File: src/rtl/victim_cache_nway.sv
// victim_cache_nway: fully associative, true-LRU victim cache kept exclusive with L1 (a probe hit hands the line back and frees it).
// Latency: probe result one cycle after acceptance; an insert commits one cycle after acceptance, or on the write-back handshake if a dirty LRU line must leave.
// Backpressure: ready outputs are high only in IDLE; a stalled write-back or a running flush blocks every new request.
module victim_cache_nway #(
  parameter int ENTRIES  = 4,
  parameter int ADDR_W   = 32,
  parameter int LINE_W   = 128,
  parameter int OFFSET_W = 4,
  parameter int CNT_W    = 32
) (
  input  logic                     clk_i,
  input  logic                     rst_i,
  input  logic                     lookup_valid_i,
  output logic                     lookup_ready_o,
  input  logic [ADDR_W-1:0]        lookup_addr_i,
  output logic                     lookup_done_o,
  output logic                     lookup_hit_o,
  output logic                     lookup_dirty_o,
  output logic [LINE_W-1:0]        lookup_data_o,
  input  logic                     evict_valid_i,
  output logic                     evict_ready_o,
  input  logic [ADDR_W-1:0]        evict_addr_i,
  input  logic [LINE_W-1:0]        evict_data_i,
  input  logic                     evict_dirty_i,
  output logic                     wb_valid_o,
  input  logic                     wb_ready_i,
  output logic [ADDR_W-1:0]        wb_addr_o,
  output logic [LINE_W-1:0]        wb_data_o,
  input  logic                     flush_i,
  output logic                     flush_busy_o,
  output logic [CNT_W-1:0]         no_acc_o,
  output logic [CNT_W-1:0]         no_hit_o,
  output logic [CNT_W-1:0]         no_miss_o,
  output logic [$clog2(ENTRIES):0] occupancy_o
);

  localparam int IDX_W = $clog2(ENTRIES);
  localparam int OCC_W = IDX_W + 1;
  localparam int TAG_W = ADDR_W - OFFSET_W;
  localparam logic [IDX_W-1:0] LAST_IDX = IDX_W'(ENTRIES - 1);

  // Request captured at acceptance; a probe only uses the tag.
  typedef struct packed {
    logic [TAG_W-1:0]  tag;
    logic [LINE_W-1:0] data;
    logic              dirty;
  } req_t;

  typedef enum logic [2:0] {
    IDLE, LOOKUP, INSERT, WB, FLUSH_SCAN, FLUSH_WB
  } state_t;

  state_t state, state_nxt;
  req_t   req;

  logic [ENTRIES-1:0] valid, dirty, valid_nxt, dirty_nxt;
  logic [TAG_W-1:0]   tag_mem  [ENTRIES];
  logic [LINE_W-1:0]  data_mem [ENTRIES];
  logic [IDX_W-1:0]   age      [ENTRIES];

  logic [IDX_W-1:0] slot, scan_idx;
  logic [IDX_W-1:0] match_idx, free_idx, lru_idx, ins_idx, commit_idx;
  logic             match_any, free_any;
  logic             ins_wb, commit, commit_dirty, probe_hit;
  logic             scan_dirty, scan_last, flush_clear;
  logic             unused_offset;

  assign unused_offset = ^{lookup_addr_i[OFFSET_W-1:0], evict_addr_i[OFFSET_W-1:0]};

  function automatic logic [OCC_W-1:0] popcount(input logic [ENTRIES-1:0] v);
    logic [OCC_W-1:0] n;
    n = '0;
    for (int i = 0; i < ENTRIES; i++) n = n + OCC_W'(v[i]);
    return n;
  endfunction

  // State register.
  always_ff @(posedge clk_i or posedge rst_i) begin
    if (rst_i) state <= IDLE;
    else       state <= state_nxt;
  end

  // Next-state logic; flush beats lookup beats evict in IDLE.
  always_comb begin
    state_nxt = state;
    case (state)
      IDLE: begin
        if (flush_i)             state_nxt = FLUSH_SCAN;
        else if (lookup_valid_i) state_nxt = LOOKUP;
        else if (evict_valid_i)  state_nxt = INSERT;
      end
      LOOKUP:     state_nxt = IDLE;
      INSERT:     state_nxt = ins_wb ? WB : IDLE;
      WB:         if (wb_ready_i) state_nxt = IDLE;
      FLUSH_SCAN: begin
        if (scan_dirty)     state_nxt = FLUSH_WB;
        else if (scan_last) state_nxt = IDLE;
      end
      FLUSH_WB:   if (wb_ready_i) state_nxt = scan_last ? IDLE : FLUSH_SCAN;
      default:    state_nxt = IDLE;
    endcase
  end

  // FSM outputs; readies are forced low while reset is held.
  always_comb begin
    lookup_ready_o = (state == IDLE) && !flush_i && !rst_i;
    evict_ready_o  = (state == IDLE) && !flush_i && !rst_i && !lookup_valid_i;
    wb_valid_o     = (state == WB) || (state == FLUSH_WB);
    flush_busy_o   = (state == FLUSH_SCAN) || (state == FLUSH_WB);
  end

  // Tag match, lowest free slot and LRU slot, all against the captured request.
  always_comb begin
    match_any = 1'b0;
    match_idx = '0;
    free_any  = 1'b0;
    free_idx  = '0;
    lru_idx   = '0;
    for (int i = ENTRIES - 1; i >= 0; i--) begin
      if (valid[i] && (tag_mem[i] == req.tag)) begin
        match_any = 1'b1;
        match_idx = IDX_W'(i);
      end
      if (!valid[i]) begin
        free_any = 1'b1;
        free_idx = IDX_W'(i);
      end
      if (age[i] == LAST_IDX) lru_idx = IDX_W'(i);
    end
  end

  // Insert target, commit strobe and flush bookkeeping.
  always_comb begin
    ins_idx      = match_any ? match_idx : (free_any ? free_idx : lru_idx);
    ins_wb       = !match_any && !free_any && dirty[lru_idx];
    commit       = ((state == INSERT) && !ins_wb) || ((state == WB) && wb_ready_i);
    commit_idx   = (state == WB) ? slot : ins_idx;
    commit_dirty = ((state == INSERT) && match_any) ? (dirty[match_idx] | req.dirty) : req.dirty;
    probe_hit    = (state == LOOKUP) && match_any;
    scan_dirty   = valid[scan_idx] && dirty[scan_idx];
    scan_last    = (scan_idx == LAST_IDX);
    flush_clear  = ((state == FLUSH_SCAN) && !scan_dirty) || ((state == FLUSH_WB) && wb_ready_i);
  end

  // Next valid/dirty vectors; the three update sources are state-exclusive.
  always_comb begin
    valid_nxt = valid;
    dirty_nxt = dirty;
    if (commit) begin
      valid_nxt[commit_idx] = 1'b1;
      dirty_nxt[commit_idx] = commit_dirty;
    end
    if (probe_hit) begin
      valid_nxt[match_idx] = 1'b0;
      dirty_nxt[match_idx] = 1'b0;
    end
    if (flush_clear) begin
      valid_nxt[scan_idx] = 1'b0;
      dirty_nxt[scan_idx] = 1'b0;
    end
  end

  // Capture the accepted request.
  always_ff @(posedge clk_i or posedge rst_i) begin
    if (rst_i) begin
      req <= '0;
    end else if ((state == IDLE) && !flush_i) begin
      if (lookup_valid_i) begin
        req.tag   <= lookup_addr_i[ADDR_W-1:OFFSET_W];
        req.data  <= '0;
        req.dirty <= 1'b0;
      end else if (evict_valid_i) begin
        req.tag   <= evict_addr_i[ADDR_W-1:OFFSET_W];
        req.data  <= evict_data_i;
        req.dirty <= evict_dirty_i;
      end
    end
  end

  // Line storage; contents are meaningless until the valid bit is set.
  always_ff @(posedge clk_i) begin
    if (commit) begin
      tag_mem[commit_idx]  <= req.tag;
      data_mem[commit_idx] <= req.data;
    end
  end

  // Valid/dirty/age state and occupancy; ages stay a permutation with 0 = MRU.
  always_ff @(posedge clk_i or posedge rst_i) begin
    if (rst_i) begin
      valid       <= '0;
      dirty       <= '0;
      occupancy_o <= '0;
      for (int i = 0; i < ENTRIES; i++) age[i] <= IDX_W'(i);
    end else begin
      valid       <= valid_nxt;
      dirty       <= dirty_nxt;
      occupancy_o <= popcount(valid_nxt);
      if (commit) begin
        for (int j = 0; j < ENTRIES; j++) begin
          if (IDX_W'(j) == commit_idx)      age[j] <= '0;
          else if (age[j] < age[commit_idx]) age[j] <= age[j] + IDX_W'(1);
        end
      end
    end
  end

  // Pending-insert slot and flush scan pointer.
  always_ff @(posedge clk_i or posedge rst_i) begin
    if (rst_i) begin
      slot     <= '0;
      scan_idx <= '0;
    end else begin
      if (state == INSERT) slot <= ins_idx;
      if ((state == IDLE) && flush_i)     scan_idx <= '0;
      else if (flush_clear && !scan_last) scan_idx <= scan_idx + IDX_W'(1);
    end
  end

  // Write-back line, loaded when the FSM heads into WB or FLUSH_WB and then held.
  always_ff @(posedge clk_i or posedge rst_i) begin
    if (rst_i) begin
      wb_addr_o <= '0;
      wb_data_o <= '0;
    end else if ((state == INSERT) && ins_wb) begin
      wb_addr_o <= {tag_mem[lru_idx], {OFFSET_W{1'b0}}};
      wb_data_o <= data_mem[lru_idx];
    end else if ((state == FLUSH_SCAN) && scan_dirty) begin
      wb_addr_o <= {tag_mem[scan_idx], {OFFSET_W{1'b0}}};
      wb_data_o <= data_mem[scan_idx];
    end
  end

  // Probe result registers and statistics counters.
  always_ff @(posedge clk_i or posedge rst_i) begin
    if (rst_i) begin
      lookup_done_o  <= 1'b0;
      lookup_hit_o   <= 1'b0;
      lookup_dirty_o <= 1'b0;
      lookup_data_o  <= '0;
      no_acc_o       <= '0;
      no_hit_o       <= '0;
      no_miss_o      <= '0;
    end else begin
      lookup_done_o <= (state == LOOKUP);
      if (state == LOOKUP) begin
        lookup_hit_o   <= match_any;
        lookup_dirty_o <= match_any && dirty[match_idx];
        lookup_data_o  <= match_any ? data_mem[match_idx] : '0;
        no_acc_o       <= no_acc_o + CNT_W'(1);
        if (match_any) no_hit_o  <= no_hit_o + CNT_W'(1);
        else           no_miss_o <= no_miss_o + CNT_W'(1);
      end
    end
  end

endmodule

File: config.mk
export PLATFORM = sky130hd
export DESIGN_NAME = victim_cache_nway
export DESIGN_NICKNAME = d
export VERILOG_FILES = /design/src/rtl/victim_cache_nway.sv
export SDC_FILE = /design/constraint.sdc
export NUM_CORES = 2
export LEC_CHECK = 0
export BUFFER_PORTS_ARGS = -buffer_cell sky130_fd_sc_hd__buf_2
export CELL_PAD_IN_SITES_DETAIL_PLACEMENT = 1
export CELL_PAD_IN_SITES_GLOBAL_PLACEMENT = 2
export CORE_ASPECT_RATIO = 1.5
export CORE_MARGIN = 2
export CORE_UTILIZATION = 42
export DETAILED_ROUTE_END_ITERATION = 10
export GPL_ROUTABILITY_DRIVEN = 1
export PLACE_DENSITY_LB_ADDON = 0.15
export SYNTH_ARGS = -nofsm -noshare
export SYNTH_HDL_FRONTEND = slang
export SYNTH_SLANG_ARGS = --single-unit
File: constraint.sdc
create_clock -name clk_i -period 22.5 [get_ports clk_i]
set_input_delay 2.25 -clock clk_i [delete_from_list [all_inputs] [get_ports clk_i]]
set_output_delay 2.25 -clock clk_i [all_outputs]
set_load 0.01 [all_outputs]
# Word level (Yosys, flattened, before mapping)
# Memories as Yosys holds them, arrays and structs flattened.
# Index checks and enable logic that the tools add are counted.
# W data, S select, Z words.
dict set report classes {
  n_eq_ne 21
  muxes 77
  bitwise_logic 10
  addsub 11
  n_reduce_logical 53
  magnitude_cmp 12
}
# op count
set op_table {}
lappend op_table {{$mux W128} 3}
lappend op_table {{$mux W157} 2}
lappend op_table {{$eq A28 B28 Y1} 4}
lappend op_table {{$add A32 B1 Y32 const B} 3}
lappend op_table {{$mux W32} 2}
lappend op_table {{$mux W2} 28}
lappend op_table {{$logic_and A1 B1 Y1} 24}
lappend op_table {{$mux W3} 8}
lappend op_table {{$mux W4} 6}
lappend op_table {{$mux W1} 18}
lappend op_table {{$and A4 B4 Y4} 4}
lappend op_table {{$pmux W3 S5} 1}
lappend op_table {{$reduce_and A2 Y1} 7}
lappend op_table {{$reduce_bool A2 Y1} 7}
lappend op_table {{$lt A2 B3 Y1 const B} 4}
lappend op_table {{$add A2 B1 Y2 const B} 5}
lappend op_table {{$eq A2 B2 Y1 const B} 5}
lappend op_table {{$bmux W1 S2} 4}
lappend op_table {{$logic_not A1 Y1} 8}
lappend op_table {{$lt A2 B2 Y1} 4}
lappend op_table {{$not A4 Y4} 2}
lappend op_table {{$demux W1 S2} 3}
lappend op_table {{$eq A3 B2 Y1 const B} 2}
lappend op_table {{$eq A3 B3 Y1 const B} 2}
lappend op_table {{21 further kinds} 28}
dict set report totals {
  mem_count 2
  out_inout_bits 394
  word_cells 208
  ram_bits 624
  ff_bits 570
  inputBits 199
}
# name words width rd rd_clocked_by_memory_dff write_ports line
set memory_table {}
lappend memory_table {data_mem 4 128 3 0 1 58} ;# logic [LINE_W-1:0] data_mem [ENTRIES];
lappend memory_table {tag_mem 4 28 6 0 1 57} ;# logic [TAG_W-1:0] tag_mem [ENTRIES];

# Depth between registers and ports, before layout
dict set report depth {
  ltp_word 21
  depth_mapped 16
}

# Worst setup path before layout
# No wires, ideal clock.
dict set report synth_path {
  path_type {input -> register}
  from {input port wb_ready_i}
  to {register dirty[2]}
  path_buffers 1
  path_slack_ns 8.321
  setup_time_ns 0.133
  cell_stages 6
  t_arrival_ns 14.046
  cell_sequence {nand2_1 > o21a_1 > buf_2 > nor3_1 > mux2i_1 > nor2_1}
}
dict set report synth_between {
  elab_chain_cells 7
  word_cells_on_any_way 9
}
# item line
set synth_lines {}
lappend synth_lines {{from (decl)} 26} ;# input logic wb_ready_i,
lappend synth_lines {{$logic_and A1 B1 Y1} 136} ;# commit = ((state == INSERT) && !ins_wb) || ((state == WB) && wb_ready_i);
lappend synth_lines {{$logic_or A1 B1 Y1} 136}
lappend synth_lines {{$mux W4} 149} ;# if (commit) begin
lappend synth_lines {{$and A4 B4 Y4 (no line)} -}
lappend synth_lines {{$mux W4} 153} ;# if (probe_hit) begin
lappend synth_lines {{$and A4 B4 Y4 (no line)} -}
lappend synth_lines {{$mux W4 *} 157} ;# if (flush_clear) begin
lappend synth_lines {{named net dirty_nxt[2]} 56} ;# logic [ENTRIES-1:0] valid, dirty, valid_nxt, dirty_nxt;
lappend synth_lines {{to (signal assigned)} 197} ;# dirty <= dirty_nxt;
lappend synth_lines {{to (decl)} 56}
# Mark *: on every way through the listed nets, which the timed path passes. The rest lies on a longest branch.
# A chain may end at the register's enable or synchronous reset.

# Worst setup path in the final report
dict set report layout_path {
  from {register req[143] in the netlist's numbering}
  to {memory data_mem[1][38] (enable)}
}
dict set report layout_between {
  elab_chain_cells 14
  word_cells_on_any_way 26
}
# item line
set layout_lines {}
lappend layout_lines {{from (decl)} 54} ;# req_t req;
lappend layout_lines {{$eq A28 B28 Y1} 120} ;# if (valid[i] && (tag_mem[i] == req.tag)) begin
lappend layout_lines {{$logic_and A1 B1 Y1} 120}
lappend layout_lines {{$mux W1 (4 in series)} 120}
lappend layout_lines {{$logic_not A1 Y1} 135} ;# ins_wb = !match_any && !free_any && dirty[lru_idx];
lappend layout_lines {{$logic_and A1 B1 Y1 (2 in series)} 135}
lappend layout_lines {{$logic_not A1 Y1} 136}
lappend layout_lines {{$logic_and A1 B1 Y1} 136}
lappend layout_lines {{$logic_or A1 B1 Y1} 136}
lappend layout_lines {{$mux W1} 182} ;# if (commit) begin
lappend layout_lines {{$mux W1 (implied by the code)} 184} ;# data_mem[commit_idx] <= req.data;
lappend layout_lines {{to (decl)} 58}
# Parallel ways exist; a longest one is shown, timed or not.

==> impl_metrics.yaml <==
grt:
  gr-usage-all-layers_pct: 26.5
  grt_max_degree: 155
  overflow: 0
  antenna_found_initial: 28
  grt_pass1_vias: 39500
  grt_pass1_wl_mm: 260
clock_network:
  cts-buffers-inserted: 119
  clkTransAtPathRegs_ns: 0.06
  clock-root-buffer: "clkbuf_16"
  holdBufCountCts: 0
  cts_num_sinks: 1190
  cts_tree: "built"
  htree_levels: 3
  clock_latency_ns: 0.74
  cts.repair.resized: 0
  post_cts_buffers: 0
  clockBufferDepth: 3
die:
  die_height_um: 445
  core_area_um2: 129000
  fp.dieW_um: 298
  initial_core_util_pct: 42.4
  die-area_um2: 133000
  num_rows: 161
  ios: 593
route:
  dr.first_iter.drc_count: 2349
  num_vias: 36100
  drc: 0
  ant_nets: 0
  finalWirelength_mm: 176
  wl_per_cell_um: 28.5
  viasPerCell: 5.83
  drtPass1Iterations: 5
worst_setup_path:
  r2r_slack_ns: 16.08
  arrival_ns: 6.78
  worstPathRequired_ns: 22.86
  r2r_start: "req[143]"
  crit_type: "reg -> reg"
  ff2ff_path_depth: 11
  cp_max_fo: 60
  endpoint_kind: "register"
  startpoint_type: "register"
  timing.rr.end: "data_mem[1][38]"
placed_design:
  portBuffers: 580
  placed_area_um2: 59000
  gp_congestion: 0.838
  place_ws_ns: 15.92
  hpwlAfterDp_mm: 107
  place_inst: 5951
min_path:
  worst_hold_path_type: "reg -> reg"
  holdPathStages: 2
  holdPathEnd: "lookup_data_o[121]"
  hp-start: "lookup_data_o[121]"
yosys:
  synth.avg_cell_area_um2: 14.0
  syn_area_um2: 54500
  ys_seq_area_share_pct: 60.4
  synthFlopType: "edfxtp_1"
  yosys_warnings: 0
  async_flop_share_pct: 47.6
  synth_seq_cells: 1190
  synth.distinct_cells: 80
  synth_edf_count: 624
  synthCells: 3879
pwr:
  irDropWorstVdd_mv: 0.0675
  p_per_area_nw_per_um2: 113
  leakagePower_nw: 25.5
timing:
  tns_ns: 0
  hold_violations: 0
  slew_headroom_pct: 21.6
  finalCriticalPeriod_ns: 6.42
  tightest_slew_ns: 1.18
  fmax_mhz: 156
  rsz0062_at_grt: "no"
  skew_ns: 0.0252
  fin_crit_sh_pct: 28.5
  holdWs_ns: 0.476
  final_max_slew_viol_count: 0
  setup_ws_ns: 16.08
  setup_viol: 0
outcome:
  status: "finished, final reports clean"
cells_and_area:
  fillers: 13000
  final_cells: 6185
  drive_gt1_share_pct: 26.9
  postLayoutCellArea_um2: 62900
  syn_to_final_growth_pct: 15.5
  layout.nets: 4578
job:
  drv_cap: 0
-- cell type report --
class	count	area, um^2	share of cell area (%)
sequential	1190	32900	52.3
multi-input combinational	2387	20400	32.4
tap	1711	2140	3.40
inverter	21	98.8	0.157
clock buffer	158	3290	5.22
timing repair buffer	642	3420	5.43
antenna	9	22.5	0.0358
clock inverter	67	653	1.04
-- stage by stage --
step,utilization (%),power [mW]
after floorplan,-,4.39
after global placement,45.9,5.11
after detailed placement,45.9,5.17
after CTS,48.9,7.21
after global routing,48.9,7.46
final,49.0,7.13
-- worst max-delay path, stage by stage, from the launching register on --
cell	delay (ns)
dfrtp_1	0.49
xnor2_1	0.40
nand4_1	0.39
nor4_1	0.87
and4_1	0.61
nor3_1	0.19
o21a_4	0.29
nor3_4	0.32
nand2_1	0.23
inv_8	0.45
buf_4	0.89
buf_4	0.79
-- routing by layer --
layer / share of wire [%] / global-route usage (%) / vias up
met5: 0.089 / 0 / -
met4: 4.0 / 10.9 / 24
met3: 6.0 / 4.97 / 327
met2: 51 / 46.3 / 1052
met1: 39 / 32.3 / 19000
li1: - / - / 15600
-- where the power goes --
part / switching, mW / internal [mW] / total, mW
registers: 0.413 / 2.81 / 3.22
logic: 1.03 / 0.842 / 1.88
clock network: 0.885 / 1.14 / 2.03
total: 2.33 / 4.79 / 7.13
-- flip-flops by register name (all words and copies together) (netlist names), 2 cells and up --
register       cells
slot               2
valid              4
wb_addr_o         28
wb_data_o        128
occupancy_o        3
lookup_data_o    128
age                8
req              157
tag_mem          112
state              3
no_miss_o         32
no_acc_o          32
dirty              4
no_hit_o          32
data_mem         512
scan_idx           2
-- synthesized netlist by cell type (17+ instances only) --
| cell | number | share of area [%] |
|---|---|---|
| edfxtp_1 | 624 | 34 |
| buf_1 | 24 | 0.17 |
| buf_2 | 61 | 0.56 |
| nor2_1 | 86 | 0.59 |
| mux4_2 | 313 | 13 |
| nand4_1 | 42 | 0.48 |
| xor2_1 | 71 | 1.1 |
| inv_1 | 20 | 0.14 |
| nor4_1 | 23 | 0.26 |
| o21ai_1 | 280 | 2.6 |
| mux2i_1 | 311 | 5.7 |
| dfrtp_1 | 562 | 26 |
| and3_1 | 23 | 0.26 |
| nand3_1 | 137 | 1.3 |
| ha_1 | 17 | 0.39 |
| a22o_1 | 132 | 2.1 |
| buf_4 | 17 | 0.23 |
| o21ai_0 | 44 | 0.40 |
| clkbuf_1 | 180 | 1.2 |
| a21oi_1 | 108 | 0.99 |
| a221oi_1 | 28 | 0.45 |
| xnor2_1 | 135 | 2.2 |
| nand2_1 | 502 | 3.5 |
| nor3_1 | 20 | 0.18 |
-- cells by family after synthesis --
| logic type | count (synthesis) | share of synthesized area [%] |
|---|---|---|
| AO/OA/AOI/OAI | 638 | 7.30 |
| XOR/XNOR | 207 | 3.34 |
| adder cells (fa/ha/maj) | 18 | 0.427 |
| buffers and inverters | 305 | 2.39 |
| flip-flops | 1190 | 60.4 |
| multiplexers | 627 | 18.7 |
| other | 1 | 0.00688 |
| AND/OR/NAND/NOR | 893 | 7.41 |
-- worst max-delay path by stage --
stage / start / endpoint
floorplan: rst_i / age[2]
global placement: req[143] / data_mem[1][50]
detailed placement: req[143] / data_mem[1][41]
CTS: req[143] / data_mem[1][57]
global route: req[143] / data_mem[1][39]
finish: req[143] / data_mem[1][38]
-- cells in the final DEF (no fill, tap or decap), types with 22 or more instances in the layout --
cell,instances
nor2_1,86
nand4_1,42
o21ai_0,43
buf_4,58
a22o_1,132
mux4_2,313
a21oi_1,107
a221oi_1,28
clkbuf_1,24
nand3_1,137
xnor2_1,135
nor4_1,22
edfxtp_1,624
o21ai_1,279
and3_1,22
clkinv_2,29
buf_2,580
mux2i_1,311
dfrtp_1,560
xor2_1,71
nand2_1,501
clkbuf_16,120
Note: power is estimated with default switching activity, not from simulation.
